--- src/rtl/uart_pkg.sv ---
// Register map, status bit positions and scheduler state encoding for the
// uart_wc slot master.
package uart_pkg;

  localparam logic [1:0] REG_STATUS = 2'd0;
  localparam logic [1:0] REG_DVSR   = 2'd1;
  localparam logic [1:0] REG_WDATA  = 2'd2;
  localparam logic [1:0] REG_RXPOP  = 2'd3;

  localparam int TX_FULL_BIT  = 9;
  localparam int RX_EMPTY_BIT = 8;

  typedef enum logic [2:0] {
    INIT,
    IDLE,
    CFG,
    POLL,
    WRITE
  } sched_state_t;

endpackage

--- src/rtl/rr_arbiter.sv ---
// Combinational round-robin pick: first asserted request strictly after ptr,
// wrapping, so the previous grantee has lowest priority.
module rr_arbiter #(
  parameter int N = 4,
  localparam int W = $clog2(N)
) (
  input  logic [N-1:0] req,
  input  logic [W-1:0] ptr,
  output logic [N-1:0] gnt,
  output logic [W-1:0] idx
);

  always_comb begin
    logic [W-1:0] pos;
    logic         found;
    gnt   = '0;
    idx   = '0;
    pos   = '0;
    found = 1'b0;
    for (int unsigned k = 1; k <= N; k++) begin
      pos = W'((32'(ptr) + k) % N);
      if (!found && req[pos]) begin
        found    = 1'b1;
        gnt[pos] = 1'b1;
        idx      = pos;
      end
    end
  end

endmodule

--- src/rtl/uart_tx_sched.sv ---
// MMIO master for one uart_wc slot: programs the divisor, then multiplexes
// NUM_REQ packet streams onto the TX data register, polling tx_full per byte.
module uart_tx_sched
  import uart_pkg::*;
#(
  parameter int          NUM_REQ   = 4,
  parameter logic [10:0] DVSR_INIT = 11'd650
) (
  input  logic                       clk,
  input  logic                       reset,
  input  logic [NUM_REQ-1:0]         req_valid,
  input  logic [NUM_REQ*8-1:0]       req_data,
  input  logic [NUM_REQ-1:0]         req_last,
  output logic [NUM_REQ-1:0]         req_ready,
  input  logic                       cfg_valid,
  input  logic [10:0]                cfg_dvsr,
  output logic                       cfg_ready,
  output logic                       uart_cs,
  output logic                       uart_read,
  output logic                       uart_write,
  output logic [4:0]                 uart_addr,
  output logic [31:0]                uart_wr_data,
  input  logic [31:0]                uart_rd_data,
  output logic [$clog2(NUM_REQ)-1:0] grant_id,
  output logic                       busy
);

  localparam int GW = $clog2(NUM_REQ);

  sched_state_t      state_q, state_d;
  logic [GW-1:0]     ptr_q, ptr_d;
  logic [GW-1:0]     grant_q, grant_d;
  logic [10:0]       data_q, data_d;
  logic              last_q, last_d;
  logic [GW-1:0]     arb_idx;
  logic [NUM_REQ-1:0] arb_gnt;
  logic [7:0]        sel_byte;
  logic              sel_valid;
  logic              sel_last;
  logic              tx_full;
  logic              unused_rd;

  rr_arbiter #(.N(NUM_REQ)) u_arb (
    .req (req_valid),
    .ptr (ptr_q),
    .gnt (arb_gnt),
    .idx (arb_idx)
  );

  assign tx_full   = uart_rd_data[TX_FULL_BIT];
  assign unused_rd = ^{uart_rd_data[31:TX_FULL_BIT+1], uart_rd_data[TX_FULL_BIT-1:0]};
  assign grant_id  = grant_q;

  always_comb begin
    sel_byte  = '0;
    sel_valid = 1'b0;
    sel_last  = 1'b0;
    for (int unsigned i = 0; i < NUM_REQ; i++) begin
      if (grant_q == GW'(i)) begin
        sel_byte  = req_data[8*i +: 8];
        sel_valid = req_valid[i];
        sel_last  = req_last[i];
      end
    end
  end

  always_comb begin
    state_d = state_q;
    ptr_d   = ptr_q;
    grant_d = grant_q;
    data_d  = data_q;
    last_d  = last_q;
    case (state_q)
      INIT: state_d = IDLE;
      IDLE: begin
        // Divisor updates win over new packets; data_q doubles as the divisor holder.
        if (cfg_valid) begin
          data_d  = cfg_dvsr;
          state_d = CFG;
        end else if (|arb_gnt) begin
          grant_d = arb_idx;
          state_d = POLL;
        end
      end
      CFG: state_d = IDLE;
      POLL: begin
        if (!tx_full && sel_valid) begin
          data_d  = {3'b0, sel_byte};
          last_d  = sel_last;
          state_d = WRITE;
        end
      end
      WRITE: begin
        if (last_q) begin
          ptr_d   = grant_q;
          state_d = IDLE;
        end else begin
          state_d = POLL;
        end
      end
      default: state_d = INIT;
    endcase
  end

  always_ff @(posedge clk or posedge reset) begin
    if (reset) begin
      state_q <= INIT;
      ptr_q   <= GW'(NUM_REQ - 1);
      grant_q <= '0;
      data_q  <= '0;
      last_q  <= 1'b0;
    end else begin
      state_q <= state_d;
      ptr_q   <= ptr_d;
      grant_q <= grant_d;
      data_q  <= data_d;
      last_q  <= last_d;
    end
  end

  // State sits at INIT throughout reset, so its strobes are masked until release.
  always_comb begin
    uart_cs      = 1'b0;
    uart_read    = 1'b0;
    uart_write   = 1'b0;
    uart_addr    = '0;
    uart_wr_data = '0;
    req_ready    = '0;
    cfg_ready    = 1'b0;
    if (!reset) begin
      case (state_q)
        INIT: begin
          uart_cs      = 1'b1;
          uart_write   = 1'b1;
          uart_addr    = {3'b0, REG_DVSR};
          uart_wr_data = {21'b0, DVSR_INIT};
        end
        CFG: begin
          uart_cs      = 1'b1;
          uart_write   = 1'b1;
          uart_addr    = {3'b0, REG_DVSR};
          uart_wr_data = {21'b0, data_q};
          cfg_ready    = 1'b1;
        end
        POLL: begin
          uart_cs   = 1'b1;
          uart_read = 1'b1;
          uart_addr = {3'b0, REG_STATUS};
        end
        WRITE: begin
          uart_cs            = 1'b1;
          uart_write         = 1'b1;
          uart_addr          = {3'b0, REG_WDATA};
          uart_wr_data       = {24'b0, data_q[7:0]};
          req_ready[grant_q] = 1'b1;
        end
        default: ;
      endcase
    end
  end

  assign busy = !reset && (state_q != IDLE);

endmodule

--- config.mk ---
export PLATFORM = sky130hd
export DESIGN_NAME = uart_tx_sched
export DESIGN_NICKNAME = d
export VERILOG_FILES = /design/src/rtl/uart_pkg.sv /design/src/rtl/rr_arbiter.sv /design/src/rtl/uart_tx_sched.sv
export SDC_FILE = /design/constraint.sdc
export NUM_CORES = 1
export LEC_CHECK = 0
export ABC_AREA = 1
export BUFFER_PORTS_ARGS = -buffer_cell sky130_fd_sc_hd__buf_2
export CAP_MARGIN = 10
export CORE_MARGIN = 1
export CORE_UTILIZATION = 42
export CTS_CLUSTER_SIZE = 24
export DETAILED_ROUTE_END_ITERATION = 16
export HOLD_SLACK_MARGIN = 0.03
export PLACE_DENSITY = 0.81
export SYNTH_ARGS = -nofsm -noshare
export SYNTH_HDL_FRONTEND = slang
export SYNTH_SLANG_ARGS = --single-unit
--- constraint.sdc ---
create_clock -name clk -period 2.4 [get_ports clk]
set_input_delay 0.12 -clock clk [delete_from_list [all_inputs] [get_ports clk]]
set_output_delay 0.12 -clock clk [all_outputs]
set_load 0.02 [all_outputs]
---- After elaboration in Yosys (flattened, before gate mapping) ----
Index checks and enable logic that the tools add are counted.
cells by class
  bitwise operators ....................... 4
  add/subtract/negate cells ............... 4
  magnitude comparators ................... 10
  reductions and logical operators ........ 27
  mux-type cells .......................... 63
  equality and inequality tests ........... 11
operator list
  kind                                                  number
  two-way mux 11 bit                                    3
  case mux 11 bit (3 select lines)                      1
  two-way mux 8 bit                                     4
  two-way mux 1 bit                                     28
  two-way mux 4 bit                                     6
  case mux 11 bit (2 select lines)                      1
  < comparator 2 x 3 -> 1 bit (second input constant)   5
  two-way mux 2 bit                                     6
  bitwise OR 4 bit                                      3
  case mux 3 bit (4 select lines)                       1
  demux 1 bit (select 2 bit)                            5
  >= comparator 2 x 1 -> 1 bit (second input constant)  5
  logical AND 1 bit                                     10
  two-way mux 3 bit                                     3
  binary-select mux 1 bit (select 2 bit)                4
  OR reduction 4 bit                                    2
  == test 3 x 2 -> 1 bit (second input constant)        2
  AND reduction 2 bit                                   3
  AND reduction 3 bit                                   2
  zero test 1 bit                                       5
  adder 2 x 1 -> 2 bit (second input constant)          2
  adder 2 bit (second input constant)                   2
  == test 2 bit (second input constant)                 2
  != test 2 bit (second input constant)                 2
  other kinds (12)                                      12
storage, ports and cells
  input port bits ......................... 86
  flip-flop bits (word level) ............. 19
  output and inout bits ................... 48
  logic and storage cells ................. 124

---- Depth between registers and ports, before layout ----
Gate-level depths: netlist (run 1).
  depth after elaboration ................. 17
  depth in mapped cells ................... 14
  gate-level depth less buffers ........... 13

---- Hierarchy ----
From an unflattened synthesis (run 1), not the netlist that was laid out.
second synthesis, totals
  cells, all modules ...................... 345
  area total of the unflattened synthesis .. 2147.1 sq um
modules (own cells, without submodules)
  module         seq. area each (sq um)  area an instance (sq um)  instances  cells each
  uart_tx_sched  478.0                   1611.5                    1          260
  rr_arbiter     0.0                     535.5                     1          85

---- Least setup slack after synthesis (run 1) ----
OpenSTA, ideal clock, no wires.
  path type ............................... reg2reg
  start ................................... register ptr_q[0]
  end ..................................... register grant_q[0], in the netlist grant_id[0]
  required time ........................... 2.335 ns
  data arrival time ....................... 1.887 ns
  library setup time ...................... 0.065 ns
  cell stages (with the launch flop) ...... 15
  path slack .............................. 0.448 ns
  path buffers ............................ 1
  clock period less this slack ............ 1.952 ns
  cell sequence ........................... dfstp_2 > buf_6 > inv_2 > ha_1 > inv_1 > nand3_1 > nand2_1 > inv_1 > o21ai_0 > nand2_1 > nand2_1 > nand2_1 > nand2_1 > nand2_1 > nand2_1
on the way
  longest elaborated chain between the ends .. 15
  elaborated cells between the ends (all ways) .. 54
  those cells by class .................... add/sub (4); order compare (8); mux (27); bitwise (3); reduce/logical (12)
RTL lines
  what                                                                                  RTL line              source
  start: declaration                                                                    uart_tx_sched.sv:31   logic [GW-1:0] ptr_q, ptr_d;
  start signal: assignment                                                              uart_tx_sched.sv:108  ptr_q <= GW'(NUM_REQ - 1);
  start signal: assignment                                                              uart_tx_sched.sv:114  ptr_q <= ptr_d;
  parallel branches: the longest is 15 deep, another holds < comparator 2 x 3 -> 1 bit  n/a
  end signal: assignment                                                                uart_tx_sched.sv:115  grant_q <= grant_d;
  end: declaration                                                                      uart_tx_sched.sv:32   logic [GW-1:0] grant_q, grant_d;
Several ways; the timed one is not identified. The select of a mux whose other input is x is not followed.
A chain may end at the register's enable or synchronous reset.

---- Worst setup path in the final report (run 1) ----
  start ................................... register ptr_q[1]
  end ..................................... register grant_q[0], in the netlist grant_id[0]
The elaborated chain is that of the path after synthesis.

==> flow_metrics.py, run 1 <==
metrics = {
    "status": {
        "outcome": "complete, no violations",
    },
    "place": {
        "gp_congestion": 0.807,
        "placed_area_sq_um": 2250,
        "port_buffers": 78,
        "hpwl_mm": 3.76,
        "place_inst": 418,
        "place_ws_ns": 0.183,
    },
    "synth": {
        "syn-cell-area_sq_um": 1950,
        "synthTopCellsByArea": "dfrtp_1 (22%), nand2_1 (15%), buf_4 (9.6%), nand3_1 (8.5%), nor2_1 (6.2%)",
        "syn_inst": 294,
        "synth.distinct_cells": 36,
        "ys_seq_area_share_pct": 24.5,
        "synth.avg_cell_area_sq_um": 6.63,
        "synthArstFlopShare_pct": 100,
        "ys_ff_latch": 19,
        "yosysMostFrequentCell": "nand2_1",
        "synth_ff_type": "dfrtp_1",
        "yosysWarnings": 0,
        "yosys-top-cells-count": "nand2_1 (80), nand3_1 (33), nor2_1 (32)",
        "synth_top_area_share_pct": 21.8,
        "synth_edf_count": 0,
        "yosysTopAreaCell": "dfrtp_1",
    },
    "floorplanning": {
        "rows": 24,
        "ios": 134,
        "dieArea_sq_um": 4920,
        "initial_utilization_pct": 44.2,
        "coreArea_sq_um": 4410,
        "die-width_microns": 70.1,
        "die_h_microns": 70.1,
    },
    "detailed_routing": {
        "wl_met2_mm": 2.24,
        "route.vias.total": 2088,
        "drt-total-wl_mm": 4.76,
        "drt_iter0_drc": 80,
        "wl_per_cell_microns": 11.2,
        "ant_nets": 0,
        "met1Wirelength_mm": 2.15,
        "highest_layer": "met4",
        "viasPerCell": 4.91,
        "wl_met3_microns": 319,
        "post-route-drc-count": 0,
        "firstDrtPassIters": 4,
    },
    "final_layout": {
        "final_cell_area_sq_um": 2330,
        "drive_above_1_share_pct": 28.7,
        "area_growth_pct": 19.4,
        "antenna_cells": 0,
        "final_cells": 425,
        "num-nets-final": 468,
    },
    "setup_path": {
        "worstSetupStartpointType": "flop",
        "crit_type": "reg -> reg",
        "cp.arrival_ns": 2.30,
        "r2r_slack_ns": 0.25,
        "path_max_fanout": 7,
        "endpoint_kind": "flop",
        "critPathRequiredTime_ns": 2.56,
    },
    "timing": {
        "tns_ns": 0,
        "finalHoldViolations": 0,
        "rsz0062_at_grt": "false",
        "finalSetupViolCount": 0,
        "max_slew.worst_pin.slew_ns": 0.667,
        "max_freq_mhz": 466,
        "relSlewSlack_pct": 55.5,
        "fin_worst_skew_ns": 0.00546,
        "hold_ws_ns": 0.120,
        "slew_viol_final": 0,
        "timing.final.crit_share_pct": 89.5,
        "fin_crit_ns": 2.15,
        "postLayoutSetupSlackWorst_ns": 0.253,
    },
    "grt": {
        "grt_pass1_vias": 1853,
        "grt_usage_pct": 19.7,
        "gr-total-overflow": 0,
        "grt_first_pass_wirelength_mm": 8.00,
        "grt_antenna_before_repair": 0,
        "grt_max_degree": 24,
    },
    "pwr": {
        "powerDensity_nw_per_um2": 1150,
        "ir_drop_v": 0.000449,
        "cellLeakagePower_nw": 1.36,
    },
    "clock_network": {
        "cts_tree": "done",
        "cts_inserted_buffers": 3,
        "clk_path_buf_depth": 2,
        "clkLatencyLatePin_ns": 0.26,
        "clock_sinks": 19,
        "htreeDepth": 1,
        "ctsResizeCount": 0,
        "clk_pin_slew_ns": 0.07,
        "cts_root_buf": "clkbuf_8",
    },
    "job": {
        "drv_cap": 0,
    },
    "min_path": {
        "hp-class": "in -> reg",
    },
}
==> worst max-delay path, cell delays in order (launching register included) <==
cell and delay, ns:
dfstp_2 0.59, inv_1 0.15, ha_1 0.36, inv_1 0.08, nand2_1 0.09, nand2_1 0.12
inv_1 0.11, o21ai_0 0.09, nand2_1 0.08, nand2_1 0.07, nand2_1 0.11, nand2_1 0.08
nand2_1 0.06, nand2_1 0.06
==> layer usage <==
layer | vias to the layer above | GRT usage [%]
met5 | - | 0
met4 | 0 | 5.33
met2 | 82 | 33.1
met3 | 6 | 3.46
li1 | 1061 | -
met1 | 939 | 26.0
==> final timing paths <==
kind                                  startpoint                       to  cells after the start
max                         ptr_q[1]$_DFFE_PP1P_  grant_id[0]$_DFFE_PP0P_                     13
min                                 cfg_dvsr[10]   data_q[10]$_DFFE_PP0P_                      3
max reg2reg                 ptr_q[1]$_DFFE_PP1P_  grant_id[0]$_DFFE_PP0P_                     13
min reg2reg                data_q[8]$_DFFE_PP0P_    data_q[8]$_DFFE_PP0P_                      2
max in group asynchronous                  reset     ptr_q[1]$_DFFE_PP1P_                      4
min in group asynchronous                  reset    data_q[9]$_DFFE_PP0P_                      3
==> kinds of logic after synthesis <==
family | Yosys count | share of synthesized area [%]
compound gates | 41 | 12.3
buf+inv | 62 | 19.4
simple gates | 162 | 38.1
other cells | 1 | 0.192
xor+xnor | 1 | 0.449
fa+ha+maj | 8 | 5.13
flops | 19 | 24.5
==> final cells by class <==
cell class,count,area (sq um)
repair buffers,84,438
clock inverters,1,7.51
inverters,30,118
well taps,52,65.1
multi-input cells,236,1180
fillers,470,2090
clock buffers,3,41.3
flip-flops and latches,19,478
==> registers in the layout, summed over array words and instances (netlist names) <==
| register | count |
|---|---|
| data_q | 11 |
| state_q | 3 |
| last_q | 1 |
| grant_id | 2 |
| ptr_q | 2 |
==> layout by cell type, fill, tap and decap left out, types with 2 or more instances in the layout <==
master,netlist,layout
o21ai_0,21,21
dfrtp_1,17,17
buf_2,0,78
nand2_1,80,80
nor3_1,4,4
nand4_1,2,2
a21oi_1,8,8
ha_1,8,8
clkbuf_8,0,3
buf_4,25,5
inv_1,25,25
inv_2,4,4
nor2_8,2,2
nand2_2,2,2
dfstp_2,2,2
conb_1,1,24
nand3_1,33,33
a21oi_2,2,2
a22oi_1,4,4
nor2_1,32,32
==> per-stage QoR <==
step	power [mW]	utilization (%)
after floorplan	2.15	-
after global placement	2.37	51.0
after detailed placement	2.42	51.0
after CTS	2.66	52.4
after global routing	2.96	52.7
final	2.68	52.7
==> power breakdown <==
group          internal [mW]  switching, mW  total, mW
registers              0.480          0.173      0.653
logic                  0.612           1.19       1.80
clock network          0.117          0.111      0.229
==> timing repair <==
action	in CTS	in global routing
buffers inserted	0	2
endpoints found under the hold margin	5	0
endpoints found under the setup margin	0	2
hold buffers	1	0
Power figures use the tool's default switching activity.
==> run 2: changes to the inputs <==
- ABC_AREA: 1 -> 0
- CORE_UTILIZATION: 42 -> 41
==> flow_metrics.py, run 2 <==
metrics = {
    "status": {
        "outcome": "complete, no violations",
    },
    "timing": {
        "hold_ws_ns": 0.0159,
        "fin_crit_ns": 2.26,
        "finalHoldViolations": 0,
        "tns_ns": 0,
        "relSlewSlack_pct": 29.7,
        "timing.final.crit_share_pct": 94.0,
        "slew_viol_final": 0,
        "rsz0062_at_grt": "false",
        "max_slew.worst_pin.slew_ns": 1.05,
        "fin_worst_skew_ns": 0.00331,
        "max_freq_mhz": 443,
        "finalSetupViolCount": 0,
    },
    "clock_network": {
        "hold_buffers": 0,
        "clk_pin_slew_ns": 0.07,
        "clk_path_buf_depth": 2,
        "cts_root_buf": "clkbuf_8",
        "clkLatencyLatePin_ns": 0.26,
        "cts_tree": "done",
        "htreeDepth": 1,
        "ctsResizeCount": 0,
        "post-cts-setup-buffers": 0,
        "cts_inserted_buffers": 3,
        "clock_sinks": 19,
    },
    "final_layout": {
        "top_register": "data_q",
        "num-nets-final": 377,
        "area_growth_pct": 21.8,
        "layout_common_cells": "buf_2 (78), nor2_1 (25), conb_1 (24)",
        "largest_reg_flops": 11,
        "drive_above_1_share_pct": 39.0,
        "layout_commonest_cell": "buf_2",
        "reg_top3": "data_q: 11 flops, state_q: 3 flops",
    },
    "pwr": {
        "p_switching_mw": 1.15,
        "cellLeakagePower_nw": 1.15,
        "netSwitchingFraction_pct": 45.6,
        "powerDensity_nw_per_um2": 1110,
        "ir_drop_v": 0.000422,
        "power_frac_seq_pct": 24.6,
        "pwr-share-clk_pct": 8.9,
        "pwr-share-comb_pct": 66.6,
        "p_int_mw": 1.37,
    },
    "synth": {
        "synth_top_area_share_pct": 22.8,
        "syn-cell-area_sq_um": 1870,
        "synthAdderAreaFrac_pct": 6.43,
        "synth.distinct_cells": 47,
        "synth_xor_xnor_area_share_pct": 0.469,
        "ys_seq_area_share_pct": 25.6,
        "synthTopCellsByArea": "dfrtp_1 (23%), mux4_2 (13%), buf_4 (9.6%), mux2i_1 (6.4%), ha_1 (5.4%)",
        "synthSimpleGateAreaFrac_pct": 20.7,
        "synthArstFlopShare_pct": 100,
        "synth_top_family_by_area": "multiplexers",
        "yosys-top-cells-count": "nor2_1 (25), buf_4 (24), dfrtp_1 (17)",
        "synth_ff_type": "dfrtp_1",
        "yosysMostFrequentCell": "nor2_1",
        "synth_compound_area_share_pct": 10.7,
        "synth.avg_cell_area_sq_um": 8.90,
        "syn_inst": 210,
        "ys_ff_latch": 19,
        "synthMuxAreaShare_pct": 21.1,
        "synth_edf_count": 0,
        "yosysWarnings": 0,
        "yosysTopAreaCell": "dfrtp_1",
    },
    "grt": {
        "grt_first_pass_wirelength_mm": 7.27,
        "grt_usage_pct": 18.7,
        "grt_antenna_before_repair": 0,
        "grt_max_degree": 20,
        "grt_pass1_vias": 1562,
        "gr-total-overflow": 0,
    },
    "detailed_routing": {
        "wl_per_cell_microns": 13.5,
        "highest_layer": "met4",
        "met1Wirelength_mm": 1.96,
        "viasPerCell": 5.15,
        "wl_met3_microns": 286,
        "drt_iter0_drc": 92,
        "drt-total-wl_mm": 4.51,
        "post-route-drc-count": 0,
        "ant_nets": 0,
        "wl_met2_mm": 2.20,
        "route.vias.total": 1724,
        "firstDrtPassIters": 4,
    },
    "min_path": {
        "hp-class": "in -> async",
    },
    "setup_path": {
        "critPathRequiredTime_ns": 2.60,
        "path_max_fanout": 9,
        "startpoint": "ptr_q[0]$_DFFE_PP1P_",
        "worstSetupStartpointType": "flop",
        "crit_type": "reg -> reg",
        "r2r_start": "ptr_q[0]$_DFFE_PP1P_",
        "endpoint_kind": "flop",
        "cp_slowest_cell": "dfstp_2",
        "critPathMaxStageDelay_ns": 0.57,
        "crit_buf_inv": 1,
        "cp_top_family": "multiplexers",
        "path_cells": "inv_4 > ha_4 > mux4_2 > mux2_4 > or3_4 > a31oi_1 > a21o_1",
        "cp.arrival_ns": 2.46,
    },
    "floorplanning": {
        "die_h_microns": 69.5,
        "initial_utilization_pct": 42.9,
        "die-width_microns": 69.5,
        "dieArea_sq_um": 4830,
        "coreArea_sq_um": 4350,
        "ios": 134,
        "rows": 24,
    },
    "place": {
        "gp_congestion": 0.873,
        "port_buffers": 78,
        "hpwl_mm": 3.65,
    },
    "job": {
        "drv_cap": 0,
    },
}
[run 2: cell types whose count changed in the layout (fill, tap and decap cells not counted), sizes merged, moves of 4 or more]
cell	change
and2	+9
mux4	+11
inv	-24
nand2	-67
nor2b	+4
mux2i	+12
nor2	-11
nor3	-4
nand3	-32
o21ai	-17
[run 2: worst paths after layout]
check	depth (start not counted)	end	slack, ns
worst min-delay path	2	state_q[2]$_DFFE_PP0P_	0.02
worst max-delay path	7	grant_id[0]$_DFFE_PP0P_	0.14
worst min register to register	2	data_q[10]$_DFFE_PP0P_	0.49
min in group clk	3	data_q[8]$_DFFE_PP0P_	0.08
worst max register to register	7	grant_id[0]$_DFFE_PP0P_	0.14
max in group asynchronous	2	data_q[5]$_DFFE_PP0P_	1.93
[run 2: per-stage QoR]
step | utilization (%) | setup slack, ns | cells | area [sq um] | power (mW)
finish | 52.2 | 0.144 | 335 | 2270 | 2.52
CTS | 52.2 | 0.136 | 334 | 2270 | 2.52
floorplan | - | 0.0175 | 233 | 1990 | 1.96
detailed placement | 51.1 | 0.166 | 330 | 2230 | 2.29
global route | 52.2 | 0.0745 | 334 | 2270 | 2.73
global placement | 51.1 | 0.180 | 330 | 2230 | 2.22
[run 2: logic make-up after synthesis]
| kind of cell | Yosys count |
|---|---|
| simple gates | 76 |
| buf+inv | 46 |
| compound gates | 32 |
| mux | 25 |
| flops | 19 |
| fa+ha+maj | 10 |
| other cells | 1 |
| xor+xnor | 1 |
[run 2: cell type report]
| type | instances | area, sq um |
|---|---|---|
| flip-flops and latches | 19 | 478 |
| well taps | 52 | 65.1 |
| repair buffers | 85 | 443 |
| clock buffers | 3 | 41.3 |
| inverters | 6 | 27.5 |
| fillers | 409 | 2080 |
| multi-input cells | 168 | 1210 |
| clock inverters | 1 | 5.00 |
| diodes | 1 | 2.50 |
[run 2: worst register-to-register path, cell delays in order, from the launching register on]
cell	delay [ns]
dfstp_2	0.57
inv_4	0.07
ha_4	0.31
mux4_2	0.33
mux2_4	0.32
or3_4	0.35
a31oi_1	0.15
a21o_1	0.09
[run 2: metal layers]
layer  up-vias  track usage [%]
li1        834                -
met1       806             25.5
met2        78             30.7
met3         6             2.18
met4         0             6.58
met5         -                0
[run 2: power groups by stage]
stage               clock network, mW  registers, mW  logic [mW]
floorplan                           0          0.591        1.37
global placement                    0          0.614        1.61
detailed placement                  0          0.621        1.67
CTS                             0.227          0.617        1.68
global route                    0.235          0.647        1.85
finish                          0.223          0.618        1.68
==> run 3: changes to the inputs <==
- CORE_UTILIZATION: 41 -> 37
- PLACE_DENSITY: 0.81 -> 0.77
- SKIP_CTS_REPAIR_TIMING: default -> 1
- clock period: 2.4 -> 1.82 ns (I/O delays scaled with it)
==> flow_metrics.py, run 3 (synthesis gave the netlist of run 2 again) <==
metrics = {
    "final_layout": {
        "final_cell_area_sq_um": 2410,
        "area_growth_pct": 28.8,
        "regArea_sq_um": 479,
        "antenna_cells": 0,
        "largest_reg_flops": 11,
        "layout_commonest_cell": "buf_2",
        "reg_top3": "data_q: 11 flops, state_q: 3 flops",
        "layout_common_cells": "buf_2 (78), nor2_1 (25), conb_1 (24)",
        "num-nets-final": 387,
        "multi_input_area_sq_um": 1240,
        "top_register": "data_q",
        "drive_above_1_share_pct": 42.5,
        "utilization_pct": 50.3,
        "fill_cells": 462,
    },
    "pwr": {
        "cellLeakagePower_nw": 1.21,
        "ir_drop_v": 0.000658,
        "powerDensity_nw_per_um2": 1450,
    },
    "clock_network": {
        "htreeDepth": 1,
        "clock_sinks": 19,
        "cts_tree": "done",
        "clk_path_buf_depth": 2,
        "cts_root_buf": "clkbuf_8",
        "clkLatencyLatePin_ns": 0.26,
        "cts_inserted_buffers": 3,
        "clk_pin_slew_ns": 0.07,
    },
    "timing": {
        "fin_worst_skew_ns": 0.00111,
        "rsz0062_at_grt": "true",
        "finalSetupViolCount": 2,
        "timing.final.crit_share_pct": 121,
        "relSlewSlack_pct": 51.7,
        "slew_viol_final": 0,
        "finalHoldViolations": 17,
        "fin_crit_ns": 2.20,
        "hold_ws_ns": -0.0141,
        "max_slew.worst_pin.slew_ns": 0.724,
        "tns_ns": -0.716,
        "max_freq_mhz": 455,
        "postLayoutSetupSlackWorst_ns": -0.379,
    },
    "setup_path": {
        "crit_type": "reg -> reg",
        "critPathRequiredTime_ns": 2.02,
        "path_max_fanout": 4,
        "cp_slowest_cell": "dfstp_2",
        "r2r_cells": 7,
        "critPathMaxStageDelay_ns": 0.59,
        "worstSetupStartpointType": "flop",
        "path_cells": "inv_4 > ha_4 > mux4_2 > mux2_4 > or3_4 > a31oi_1 > a21o_1",
        "endpoint_kind": "flop",
        "cp.arrival_ns": 2.40,
    },
    "place": {
        "hpwl_mm": 3.71,
        "place_ws_ns": -0.354,
        "placed_area_sq_um": 2330,
        "port_buffers": 78,
        "gp_congestion": 0.861,
    },
    "grt": {
        "grt_usage_pct": 17.3,
        "grt_first_pass_wirelength_mm": 7.26,
        "gr-total-overflow": 0,
        "grt_antenna_before_repair": 0,
        "grt_max_degree": 28,
        "grt_pass1_vias": 1632,
    },
    "detailed_routing": {
        "firstDrtPassIters": 4,
        "route.vias.total": 1713,
        "drt-total-wl_mm": 4.62,
        "ant_nets": 0,
        "post-route-drc-count": 0,
        "drt_iter0_drc": 96,
        "viasPerCell": 4.77,
        "wl_per_cell_microns": 12.9,
    },
    "floorplanning": {
        "initial_utilization_pct": 39.0,
        "die-width_microns": 73.1,
        "rows": 25,
        "ios": 134,
        "coreArea_sq_um": 4790,
        "die_h_microns": 73.1,
        "dieArea_sq_um": 5340,
    },
    "job": {
        "drv_cap": 0,
    },
    "min_path": {
        "hp-class": "in -> async",
    },
    "status": {
        "outcome": "finished, violations left",
        "violations": "hold timing, setup timing",
    },
}
run 3: cell count changes in the layout (fill, tap and decap cells not counted), sizes merged:
cell / before / now
diode: 1 / 0
buf: 85 / 95
run 3: per-layer routing:
layer,vias to the layer above,GRT usage [%],part of all wire [%]
li1,851,-,-
met1,799,22.1,42
met2,61,29.5,52
met3,2,4.83,6.3
met4,0,2.61,0.32
met5,-,0,0
run 3: worst paths after layout:
check                                          end  slack (ns)                    from
max                        grant_id[0]$_DFFE_PP0P_       -0.38    ptr_q[0]$_DFFE_PP1P_
min                         state_q[0]$_DFFE_PP0P_       -0.01                   reset
max reg2reg                grant_id[0]$_DFFE_PP0P_       -0.38    ptr_q[0]$_DFFE_PP1P_
min reg2reg                 data_q[10]$_DFFE_PP0P_        0.49  data_q[10]$_DFFE_PP0P_
max in group asynchronous   state_q[0]$_DFFE_PP0P_        1.34                   reset
min in group clk            data_q[10]$_DFFE_PP0P_        0.06            cfg_dvsr[10]
run 3: final cells by class:
type	count	area share, %
inverter	6	1.25
tap	67	3.48
clock buffer	3	1.72
multi-input combinational	168	51.7
timing repair buffer	95	21.7
sequential	19	19.9
clock inverter	1	0.208
run 3: through the flow:
| stage | std cells | hold WS (ns) | total power [mW] |
|---|---|---|---|
| floorplan | 233 | 0.0406 | 2.62 |
| global placement | 355 | 0.297 | 3.06 |
| detailed placement | 355 | 0.284 | 3.14 |
| CTS | 359 | 0.000990 | 3.45 |
| global route | 359 | 0.0524 | 3.79 |
| finish | 359 | -0.0141 | 3.49 |
run 3: worst max-delay path, delay by kind of cell, from the launching register on:
family / cells / cell delay (ns)
mux: 2 / 0.64
buf+inv: 1 / 0.05
flops: 1 / 0.59
simple gates: 1 / 0.35
fa+ha+maj: 1 / 0.26
compound gates: 2 / 0.25
run 3: report_power, final:
group | internal, mW | switching (mW)
clock network | 0.152 | 0.150
logic | 1.11 | 1.28
registers | 0.646 | 0.142
